===== src/rtl/ds2_responder.sv =====
`default_nettype none
// ============================================================================
//  Module   : ds2_responder
//  Purpose  : DualShock (PS2) pad emulator that answers host polls from a
//             12-bit SNES button vector. Define DS2_ANALOG_EN for the analog
//             pad frame (ID 0x73, 9 bytes).
//  Revision : 1.0  initial release
// ============================================================================
module ds2_responder #(
    parameter int FREQ      = 21_600_000,
    parameter int ACK_DELAY = FREQ / 500_000,
    parameter int ACK_WIDTH = FREQ / 500_000
) (
    input  logic        clk,
    input  logic        reset,
    input  logic [11:0] snes_buttons,
    input  logic        ds_cs,
    input  logic        ds_clk,
    input  logic        ds_mosi,
    output logic        ds_miso,
    output logic        ds_miso_oe,
    output logic        ds_ack
);

`ifdef DS2_ANALOG_EN
    localparam logic [7:0] PAD_ID    = 8'h73;
    localparam logic [3:0] FRAME_LEN = 4'd9;
`else
    localparam logic [7:0] PAD_ID    = 8'h41;
    localparam logic [3:0] FRAME_LEN = 4'd5;
`endif

    localparam int TMAX = (ACK_DELAY > ACK_WIDTH) ? ACK_DELAY : ACK_WIDTH;
    localparam int TW   = $clog2(TMAX + 1);
    localparam logic [TW-1:0] DLY_LAST = TW'(ACK_DELAY - 1);
    localparam logic [TW-1:0] WID_LAST = TW'(ACK_WIDTH - 1);

    typedef enum logic [2:0] {
        S_IDLE, S_SHIFT, S_ACK_WAIT, S_ACK_PULSE, S_DONE, S_IGNORE
    } state_t;

    state_t          r_state, w_state_next;
    logic [1:0]      r_cs_sync, r_clk_sync, r_mosi_sync;
    logic            r_cs_q, r_clk_q;
    logic [7:0]      r_tx, r_b0, r_b1;
    logic [6:0]      r_rx;
    logic [3:0]      r_bit_cnt, r_byte_idx;
    logic [TW-1:0]   r_timer;
    logic            w_cs_fall, w_cs_rise, w_clk_fall, w_clk_rise;
    logic            w_start, w_next_byte, w_rx_take, w_tx_shift, w_timer_clr;
    logic            w_cmd_ok;
    logic [7:0]      w_rx_byte, w_snap_b0, w_snap_b1;

    function automatic logic [7:0] frame_byte(input logic [3:0] idx,
                                              input logic [7:0] b0,
                                              input logic [7:0] b1);
        logic [7:0] v;
        v = 8'hFF;
        case (idx)
            4'd1:    v = PAD_ID;
            4'd2:    v = 8'h5A;
            4'd3:    v = b0;
            4'd4:    v = b1;
            default: v = (idx >= 4'd5 && idx < FRAME_LEN) ? 8'h80 : 8'hFF;
        endcase
        return v;
    endfunction

    // ATT chain resets low so a bus that is already low after reset never
    // looks like a fresh falling edge.
    always_ff @(posedge clk) begin
        if (reset) begin
            r_cs_sync   <= 2'b00;
            r_cs_q      <= 1'b0;
            r_clk_sync  <= 2'b11;
            r_clk_q     <= 1'b1;
            r_mosi_sync <= 2'b11;
        end else begin
            r_cs_sync   <= {r_cs_sync[0], ds_cs};
            r_cs_q      <= r_cs_sync[1];
            r_clk_sync  <= {r_clk_sync[0], ds_clk};
            r_clk_q     <= r_clk_sync[1];
            r_mosi_sync <= {r_mosi_sync[0], ds_mosi};
        end
    end

    assign w_cs_fall  =  r_cs_q  & ~r_cs_sync[1];
    assign w_cs_rise  = ~r_cs_q  &  r_cs_sync[1];
    assign w_clk_fall =  r_clk_q & ~r_clk_sync[1];
    assign w_clk_rise = ~r_clk_q &  r_clk_sync[1];

    assign w_rx_byte = {r_mosi_sync[1], r_rx};
    assign w_cmd_ok  = !((r_byte_idx == 4'd0 && w_rx_byte != 8'h01) ||
                         (r_byte_idx == 4'd1 && w_rx_byte != 8'h42));

    assign w_snap_b0 = ~{snes_buttons[6], snes_buttons[5], snes_buttons[7],
                         snes_buttons[4], snes_buttons[3], 2'b00, snes_buttons[2]};
    assign w_snap_b1 = ~{snes_buttons[1], snes_buttons[0], snes_buttons[8],
                         snes_buttons[9], snes_buttons[11], snes_buttons[10], 2'b00};

    always_ff @(posedge clk) begin
        if (reset) r_state <= S_IDLE;
        else       r_state <= w_state_next;
    end

    always_comb begin
        w_state_next = r_state;
        w_start      = 1'b0;
        w_next_byte  = 1'b0;
        w_rx_take    = 1'b0;
        w_tx_shift   = 1'b0;
        w_timer_clr  = 1'b0;
        if (w_cs_rise) begin
            w_state_next = S_IDLE;
        end else begin
            case (r_state)
                S_IDLE: begin
                    if (w_cs_fall) begin
                        w_start      = 1'b1;
                        w_state_next = S_SHIFT;
                    end
                end
                S_SHIFT: begin
                    if (w_clk_rise) begin
                        w_rx_take = 1'b1;
                        if (r_bit_cnt == 4'd7) begin
                            w_timer_clr = 1'b1;
                            if (!w_cmd_ok)                          w_state_next = S_IGNORE;
                            else if (r_byte_idx == FRAME_LEN - 4'd1) w_state_next = S_DONE;
                            else                                    w_state_next = S_ACK_WAIT;
                        end
                    // The first falling edge of a byte precedes bit 0, which is already on DAT.
                    end else if (w_clk_fall && r_bit_cnt != 4'd0) begin
                        w_tx_shift = 1'b1;
                    end
                end
                S_ACK_WAIT, S_ACK_PULSE: begin
                    if (w_clk_rise || w_clk_fall) begin
                        w_next_byte  = 1'b1;
                        w_rx_take    = w_clk_rise;
                        w_state_next = S_SHIFT;
                    end else if (r_state == S_ACK_WAIT && r_timer == DLY_LAST) begin
                        w_timer_clr  = 1'b1;
                        w_state_next = S_ACK_PULSE;
                    end else if (r_state == S_ACK_PULSE && r_timer == WID_LAST) begin
                        w_next_byte  = 1'b1;
                        w_state_next = S_SHIFT;
                    end
                end
                default: ;
            endcase
        end

        ds_ack     = (r_state != S_ACK_PULSE);
        ds_miso_oe = (r_state == S_SHIFT) || (r_state == S_ACK_WAIT) ||
                     (r_state == S_ACK_PULSE) || (r_state == S_DONE);
        ds_miso    = ds_miso_oe ? r_tx[0] : 1'b1;
    end

    always_ff @(posedge clk) begin
        if (reset) begin
            r_tx       <= 8'hFF;
            r_rx       <= '0;
            r_bit_cnt  <= '0;
            r_byte_idx <= '0;
            r_timer    <= '0;
            r_b0       <= 8'hFF;
            r_b1       <= 8'hFF;
        end else begin
            if (w_start) begin
                r_b0       <= w_snap_b0;
                r_b1       <= w_snap_b1;
                r_tx       <= 8'hFF;
                r_byte_idx <= '0;
            end else if (w_next_byte) begin
                r_tx       <= frame_byte(r_byte_idx + 4'd1, r_b0, r_b1);
                r_byte_idx <= r_byte_idx + 4'd1;
            end else if (w_tx_shift) begin
                r_tx <= {1'b1, r_tx[7:1]};
            end

            if (w_start || w_next_byte) r_bit_cnt <= {3'd0, w_rx_take};
            else if (w_rx_take)         r_bit_cnt <= r_bit_cnt + 4'd1;

            if (w_rx_take) r_rx <= w_rx_byte[7:1];

            if (w_timer_clr) r_timer <= '0;
            else             r_timer <= r_timer + TW'(1);
        end
    end

endmodule
`default_nettype wire


===== config.mk =====
export PLATFORM = sky130hd
export DESIGN_NAME = ds2_responder
export DESIGN_NICKNAME = d
export VERILOG_FILES = /design/src/rtl/ds2_responder.sv
export SDC_FILE = /design/constraint.sdc
export NUM_CORES = 1
export LEC_CHECK = 0
export ABC_CLOCK_PERIOD_IN_PS = 2580
export CAP_MARGIN = 20
export CORE_UTILIZATION = 30
export DETAILED_ROUTE_END_ITERATION = 8
export PLACE_DENSITY = 0.55
export SYNTH_ARGS = -nofsm -noshare
export SYNTH_HDL_FRONTEND = slang
export SYNTH_SLANG_ARGS = --single-unit

===== constraint.sdc =====
create_clock -name clk -period 2.58 [get_ports clk]
set_clock_uncertainty 0.2 [all_clocks]
set_input_delay 0.516 -clock clk [delete_from_list [all_inputs] [get_ports clk]]
set_output_delay 0.516 -clock clk [all_outputs]
set_load 0.1 [all_outputs]

==> impl_metrics.csv, run 1 <==
group,metric,value,unit
status,status,"finished clean",
finish,antennaDiodeCount,0,
floorplan,io_pins,20,
synth,synthDistinctLibCells,52,
routing,drcViolationCount,0,
floorplan,dieArea,0.00879,mm^2
setup_path,path_buf_inv,1,
setup_path,crit_family,"simple AND/OR/NAND/NOR gates",
synth,synth_nets,304,
floorplan,die_w,93.7,um
global_route,grt_pass1_wl,8.63,mm
cts,cts_tree,"built",
synth,synth_compound_area_share,16.4,%
synth,synth_xor_area_share,3.47,%
finish,area_delta_synth_final,17.7,%
sta,rsz0062_at_grt,"false",
cts,root_buffer,"clkbuf_8",
sta,finalCritPeriodShare,87.8,%
routing,wl_per_cell,12.6,um
routing,vias,1949,
setup_path,crit_chain,"nor2_2, xnor2_4, nand2b_2, buf_12",
place,place_area,0.00285,mm^2
synth,synth_area_per_cell,9.18,um^2
synth,synth_top_family_by_area,"simple AND/OR/NAND/NOR gates",
place,dpl.cell_count,388,
synth,yosys.area_share.simple,21.5,%
setup_path,r2r-start,"r_byte_idx[0]$_SDFFE_PP0N_",
worst_hold_path,worstHoldStart,"r_mosi_sync[0]$_SDFF_PP1_",
setup_path,timing.critical_path.from,"r_state[0]$_SDFFE_PP0P_",
floorplan,fp.dieH,93.7,um
pwr,powerDensity,511,mW/mm^2
cts,path_clk_slew,90,ps
floorplan,initial_core_util,30.9,%
sta,finalHoldViolCount,0,
setup_path,crit_slowest_cell,"dfxtp_1",
synth,synth_ff_type,"dfxtp_1",
pwr,totalPowerFinal,1520,uW
place,placement.io_buffers,19,
global_route,track_usage,12.4,%
routing,routed_wl,4.97,mm
sta,setup_viol,0,
sta,max_slew_margin,55.2,%
synth,synthArstFlopShare,0,%
sta,slew_viol_final,0,
routing,drt_iter0_drc,86,
cts,cts_setup_buffers,0,
cts,cts_resized,0,
place,gp_congestion,0.847,
cts,cts-htree-levels,2,
pwr,peakVddDrop,0.000347,V
setup_path,startpoint_type,"flop",
finish,design_area,0.00297,mm^2
setup_path,path_class,"reg -> out",
sta,min_period,2270,ps
sta,whs,227,ps
cts,cts_buffers,5,
synth,yosys_warnings,0,
worst_hold_path,hold_class,"reg -> reg",
synth,syn_inst,275,
floorplan,core_area,0.00818,mm^2
setup_path,cp_max_fo,9,
synth,ys_seq_area_share,41.2,%
routing,dr.pass1.iters,4,
synth,synthAdderAreaFrac,5.95,%
setup_path,required,1860,ps
place,dp_hpwl,3.69,mm
finish,layout.nets,319,
sta,finalSetupTns,0,ps
sta,worst_pin_slew,670,ps
routing,antenna_left,0,
setup_path,arrival,1550,ps
sta,max_freq,441,MHz
global_route,gr-total-overflow,0,
synth,ys_seq_elements,52,
pwr,power_leakage,0.00110,uW
synth,netlist_area,0.00252,mm^2
setup_path,slowest_delay,410,ps
global_route,grt_start_max_net_pins,32,
cts,clockBufferDepth,2,
setup_path,crit_path_end_kind,"primary output",
global_route,grt_pass1_vias,1918,
floorplan,rows,33,
synth,synth.area.mux_share,6.54,%
global_route,grt_antenna_before_repair,0,
finish,drive_above_1_share,10.3,%
finish,instances_no_fill,396,
job,drv_cap,0,
cts,cts_hold_buf,0,
cts,clock-sinks,52,
synth,synth_edf_count,0,
routing,vias_per_cell,4.92,
cts,clk_latency,300,ps
==> path summary, 6_finish.rpt <==
path | end | slack (ps) | cells after the start
setup reg to reg | r_tx[1]$_SDFFE_PP1P_ | 330 | 5
hold reg to reg | r_mosi_sync[1]$_SDFF_PP1_ | 230 | 1
setup / recovery | ds_miso | 310 | 4
hold / removal | r_mosi_sync[1]$_SDFF_PP1_ | 230 | 1
==> metrics by stage <==
step                worst slack [ps]  utilization, %
floorplan                        193               -
global placement                 378            34.9
detailed placement               351            34.9
CTS                              287            36.4
global route                     208            36.4
finish                           315            36.4
==> worst register-to-register path, stage by stage, from the launching register on <==
cell and delay (ps):
dfxtp_1 510, ha_1 340, mux2_4 350, o22ai_4 210, a31oi_1 140, a2111o_1 390
==> sequential cells by signal (all words and copies together), names as in the netlist <==
register and cells:
r_byte_idx 4, r_state 3, r_b0 6, r_cs_q 1, r_cs_sync 2, r_clk_q 1
r_clk_sync 2, r_bit_cnt 4, r_timer 6, r_b1 6, r_rx 7, r_mosi_sync 2
r_tx 8
==> layer usage <==
metal / global-route usage [%] / part of all wire, % / vias to the layer above
met4: 5.13 / 1.1 / 0
met2: 19.5 / 45 / 43
met3: 2.27 / 3.6 / 5
met1: 16.5 / 50 / 902
li1: - / - / 999
met5: 0 / 0 / -
==> cell type report <==
cell class                 count  area, um^2
inverter                      13        48.8
multi-input combinational    195        1380
tap                          105         131
sequential                    52        1040
clock inverter                 2        38.8
clock buffer                   6        82.6
fill                         868        5200
timing repair buffer          23         250
==> cell usage after synthesis, drive strengths merged, types with 4 or more instances <==
| cell type | instances | area, um^2 |
|---|---|---|
| a211o | 12 | 105 |
| nand2 | 12 | 45.0 |
| nand2b | 4 | 25.0 |
| inv | 13 | 48.8 |
| a21oi | 8 | 43.8 |
| nor3 | 7 | 35.0 |
| nor4b | 4 | 41.3 |
| clkbuf | 6 | 22.5 |
| xnor2 | 6 | 52.6 |
| a32oi | 5 | 43.8 |
| nor2 | 45 | 171 |
| o21ai | 4 | 20.0 |
| dfxtp | 52 | 1040 |
| nand3 | 7 | 35.0 |
| mux2i | 15 | 150 |
| xor2 | 4 | 35.0 |
| buf | 9 | 53.8 |
| or2 | 7 | 43.8 |
| nor3b | 6 | 45.0 |
| ha | 12 | 150 |
==> power breakdown <==
group / total (uW) / switching (uW) / internal (uW)
sequential: 834 / 13.7 / 820
clock: 581 / 264 / 317
combinational: 105 / 51.8 / 53.4
==> cells by family (layout without fill, tap and decap cells) <==
| kind of cell | after synthesis | after routing |
|---|---|---|
| XOR/XNOR | 10 | 10 |
| buffers and inverters | 28 | 44 |
| flip-flops | 52 | 52 |
| AND/OR/NAND/NOR | 105 | 105 |
| adder cells (fa/ha/maj) | 12 | 12 |
| AO/OA/AOI/OAI | 52 | 52 |
| multiplexers | 16 | 16 |
==> layout by cell type (no fill, tap or decap), types with 5 or more instances in the layout <==
| master | Yosys | layout |
|---|---|---|
| nand3_1 | 7 | 7 |
| mux2i_1 | 15 | 15 |
| nor3b_1 | 6 | 6 |
| xnor2_1 | 6 | 5 |
| dfxtp_1 | 52 | 52 |
| a211o_1 | 12 | 12 |
| inv_1 | 13 | 13 |
| nor2_1 | 44 | 44 |
| a21oi_1 | 7 | 7 |
| nor3_1 | 7 | 7 |
| clkbuf_8 | 0 | 6 |
| ha_1 | 12 | 12 |
| nand2_1 | 12 | 12 |
| a32oi_1 | 5 | 5 |
| or2_2 | 6 | 6 |
| clkdlybuf4s50_1 | 0 | 16 |
Power figures use the tool's default switching activity.
==> run 2: changes to the inputs <==
--- a/config.mk
+++ b/config.mk
@@ -6,10 +6,11 @@
 export NUM_CORES = 1
 export LEC_CHECK = 0
 export ABC_CLOCK_PERIOD_IN_PS = 2580
-export CAP_MARGIN = 20
-export CORE_UTILIZATION = 30
+export CAP_MARGIN = 5
+export CORE_UTILIZATION = 40
+export CTS_CLUSTER_DIAMETER = 120
 export DETAILED_ROUTE_END_ITERATION = 8
-export PLACE_DENSITY = 0.55
+export PLACE_DENSITY = 0.66
 export SYNTH_ARGS = -nofsm -noshare
 export SYNTH_HDL_FRONTEND = slang
 export SYNTH_SLANG_ARGS = --single-unit
==> run 2 against run 1 <==
Wire length decreased by 2.7%. Total power decreased by 1.5%. Cell area decreased by 1.2%. Count of clock-buffer cells in the layout decreased by 1. Final cell count decreased by 7.3%. Worst setup slack improved by 12 ps.
==> impl_metrics.csv, run 2 (same netlist as run 1, synthesis figures left out) <==
group,metric,value,unit
status,status,"finished clean",
cts,cts_tree,"built",
global_route,track_usage,15.7,%
cts,cts_hold_buf,0,
sta,slew_viol_final,0,
place,placement.io_buffers,19,
finish,largestRegisters,"r_tx (8), r_rx (7)",
sta,max_freq,444,MHz
floorplan,rows,28,
cts,root_buffer,"clkbuf_8",
setup_path,r2r_slack,330,ps
routing,drcViolationCount,0,
floorplan,fp.dieH,81.5,um
floorplan,core_area,0.00599,mm^2
global_route,gr-usage-met2,24.7,%
global_route,grt_antenna_before_repair,0,
global_route,grt_start_max_net_pins,32,
finish,final_cell_mix,"dfxtp_1, nor2_1, clkdlybuf4s50_1",
floorplan,initial_core_util,42.1,%
cts,cts-htree-levels,2,
floorplan,dieArea,0.00663,mm^2
sta,finalCritPeriodShare,87.3,%
sta,worst_pin_slew,650,ps
cts,cts_buffers,5,
setup_path,cp_max_fo,9,
pwr,totalPowerFinal,1500,uW
job,drv_cap,0,
worst_hold_path,worstHoldStart,"r_mosi_sync[0]$_SDFF_PP1_",
routing,drt_iter0_drc,94,
sta,finalHoldViolCount,0,
global_route,grt_pass1_vias,1736,
cts,path_clk_slew,90,ps
finish,antennaDiodeCount,0,
floorplan,io_pins,20,
cts,clockBufferDepth,2,
routing,antenna_left,0,
cts,clock-sinks,52,
pwr,power_leakage,0.00110,uW
cts,clk_latency,300,ps
cts,cts_setup_buffers,0,
finish,final_common_cell,"dfxtp_1",
sta,max_slew_margin,56.5,%
sta,finalSetupTns,0,ps
global_route,use_met3,2.67,%
finish,regMostFlops,"r_tx",
finish,fillCellCount,562,
sta,setup_ws,327,ps
floorplan,die_w,81.5,um
place,dpl_worst_slack,368,ps
global_route,busiest_layer,"met2",
sta,setup_viol,0,
finish,area_delta_synth_final,16.3,%
setup_path,rr_endpoint,"r_tx[1]$_SDFFE_PP1P_",
finish,largest_reg_flops,8,
finish,layout.nets,320,
routing,wl_per_cell,13.2,um
setup_path,startpoint_type,"flop",
routing,vias,1948,
setup_path,arrival,2230,ps
pwr,peakVddDrop,0.000333,V
routing,vias_per_cell,5.31,
sta,whs,225,ps
setup_path,required,2560,ps
setup_path,worstRegToRegCells,5,
setup_path,path_class,"reg -> reg",
global_route,gr-total-overflow,0,
place,dp_hpwl,3.55,mm
setup_path,crit_path_end_kind,"flop",
worst_hold_path,holdPathStages,1,
finish,drive_above_1_share,10.6,%
setup_path,r2r-start,"r_byte_idx[0]$_SDFFE_PP0N_",
pwr,powerDensity,510,mW/mm^2
worst_hold_path,holdPathEnd,"r_mosi_sync[1]$_SDFF_PP1_",
global_route,grt_pass1_wl,8.02,mm
global_route,use_met1,22.1,%
place,gp_congestion,0.831,
cts,cts_resized,0,
worst_hold_path,hold_class,"reg -> reg",
routing,dr.pass1.iters,4,
finish,fin_util,49.0,%
routing,routed_wl,4.84,mm
sta,rsz0062_at_grt,"false",
sta,min_period,2250,ps
-- run 2: cell types whose count changed in the layout (fill, tap and decap cells not counted), sizes merged --
| cell | before | now |
|---|---|---|
| buf | 7 | 8 |
| clkbuf | 6 | 5 |
| clkinv | 1 | 0 |
| clkinvlp | 0 | 1 |
| inv | 13 | 14 |
-- run 2: final cells by class --
class | instances | area [um^2] | area share (%)
Timing Repair Buffer | 24 | 258 | 8.78
Sequential cell | 52 | 1040 | 35.4
Clock buffer | 5 | 68.8 | 2.34
Tap cell | 75 | 93.8 | 3.20
Multi-Input combinational cell | 195 | 1380 | 47.0
Clock inverter | 3 | 46.3 | 1.58
Inverter | 13 | 48.8 | 1.66
-- run 2: worst max-delay path, cell delays in order, from the launching register on --
cell and delay (ps):
dfxtp_1 520, ha_1 330, mux2_4 360, o22ai_4 210
a31oi_1 130, a2111o_1 390
-- run 2: worst max-delay path by stage --
stage | from | endpoint | slack (ps) | cells past startpoint
6_report | r_byte_idx[0]$_SDFFE_PP0N_ | r_tx[1]$_SDFFE_PP1P_ | 330 | 5
5_1_grt | r_byte_idx[0]$_SDFFE_PP0N_ | r_tx[1]$_SDFFE_PP1P_ | 240 | 5
4_1_cts | r_byte_idx[0]$_SDFFE_PP0N_ | r_tx[1]$_SDFFE_PP1P_ | 340 | 5
3_5_place_dp | r_byte_idx[0]$_SDFFE_PP0N_ | r_tx[1]$_SDFFE_PP1P_ | 370 | 5
3_3_place_gp | r_byte_idx[0]$_SDFFE_PP0N_ | r_tx[1]$_SDFFE_PP1P_ | 430 | 5
2_1_floorplan | r_state[0]$_SDFFE_PP0P_ | ds_miso | 190 | 4
-- run 2: metrics by stage --
step | cells | area (um^2)
6_report | 367 | 2940
3_3_place_gp | 359 | 2820
2_1_floorplan | 275 | 2550
4_1_cts | 367 | 2940
5_1_grt | 367 | 2940
3_5_place_dp | 359 | 2820
-- run 2: where the power goes --
group | leakage [uW] | switching, uW | internal, uW
combinational | 0.000619 | 51.2 | 53.4
sequential | 0.000423 | 13.7 | 820
clock | 0.0000548 | 266 | 292
total | 0.00110 | 331 | 1170
-- run 2: routing by layer --
layer | share of wire (%) | up-vias
met5 | 0 | -
met4 | 0.66 | 0
met3 | 1.9 | 2
met2 | 47 | 22
met1 | 51 | 923
li1 | - | 1001
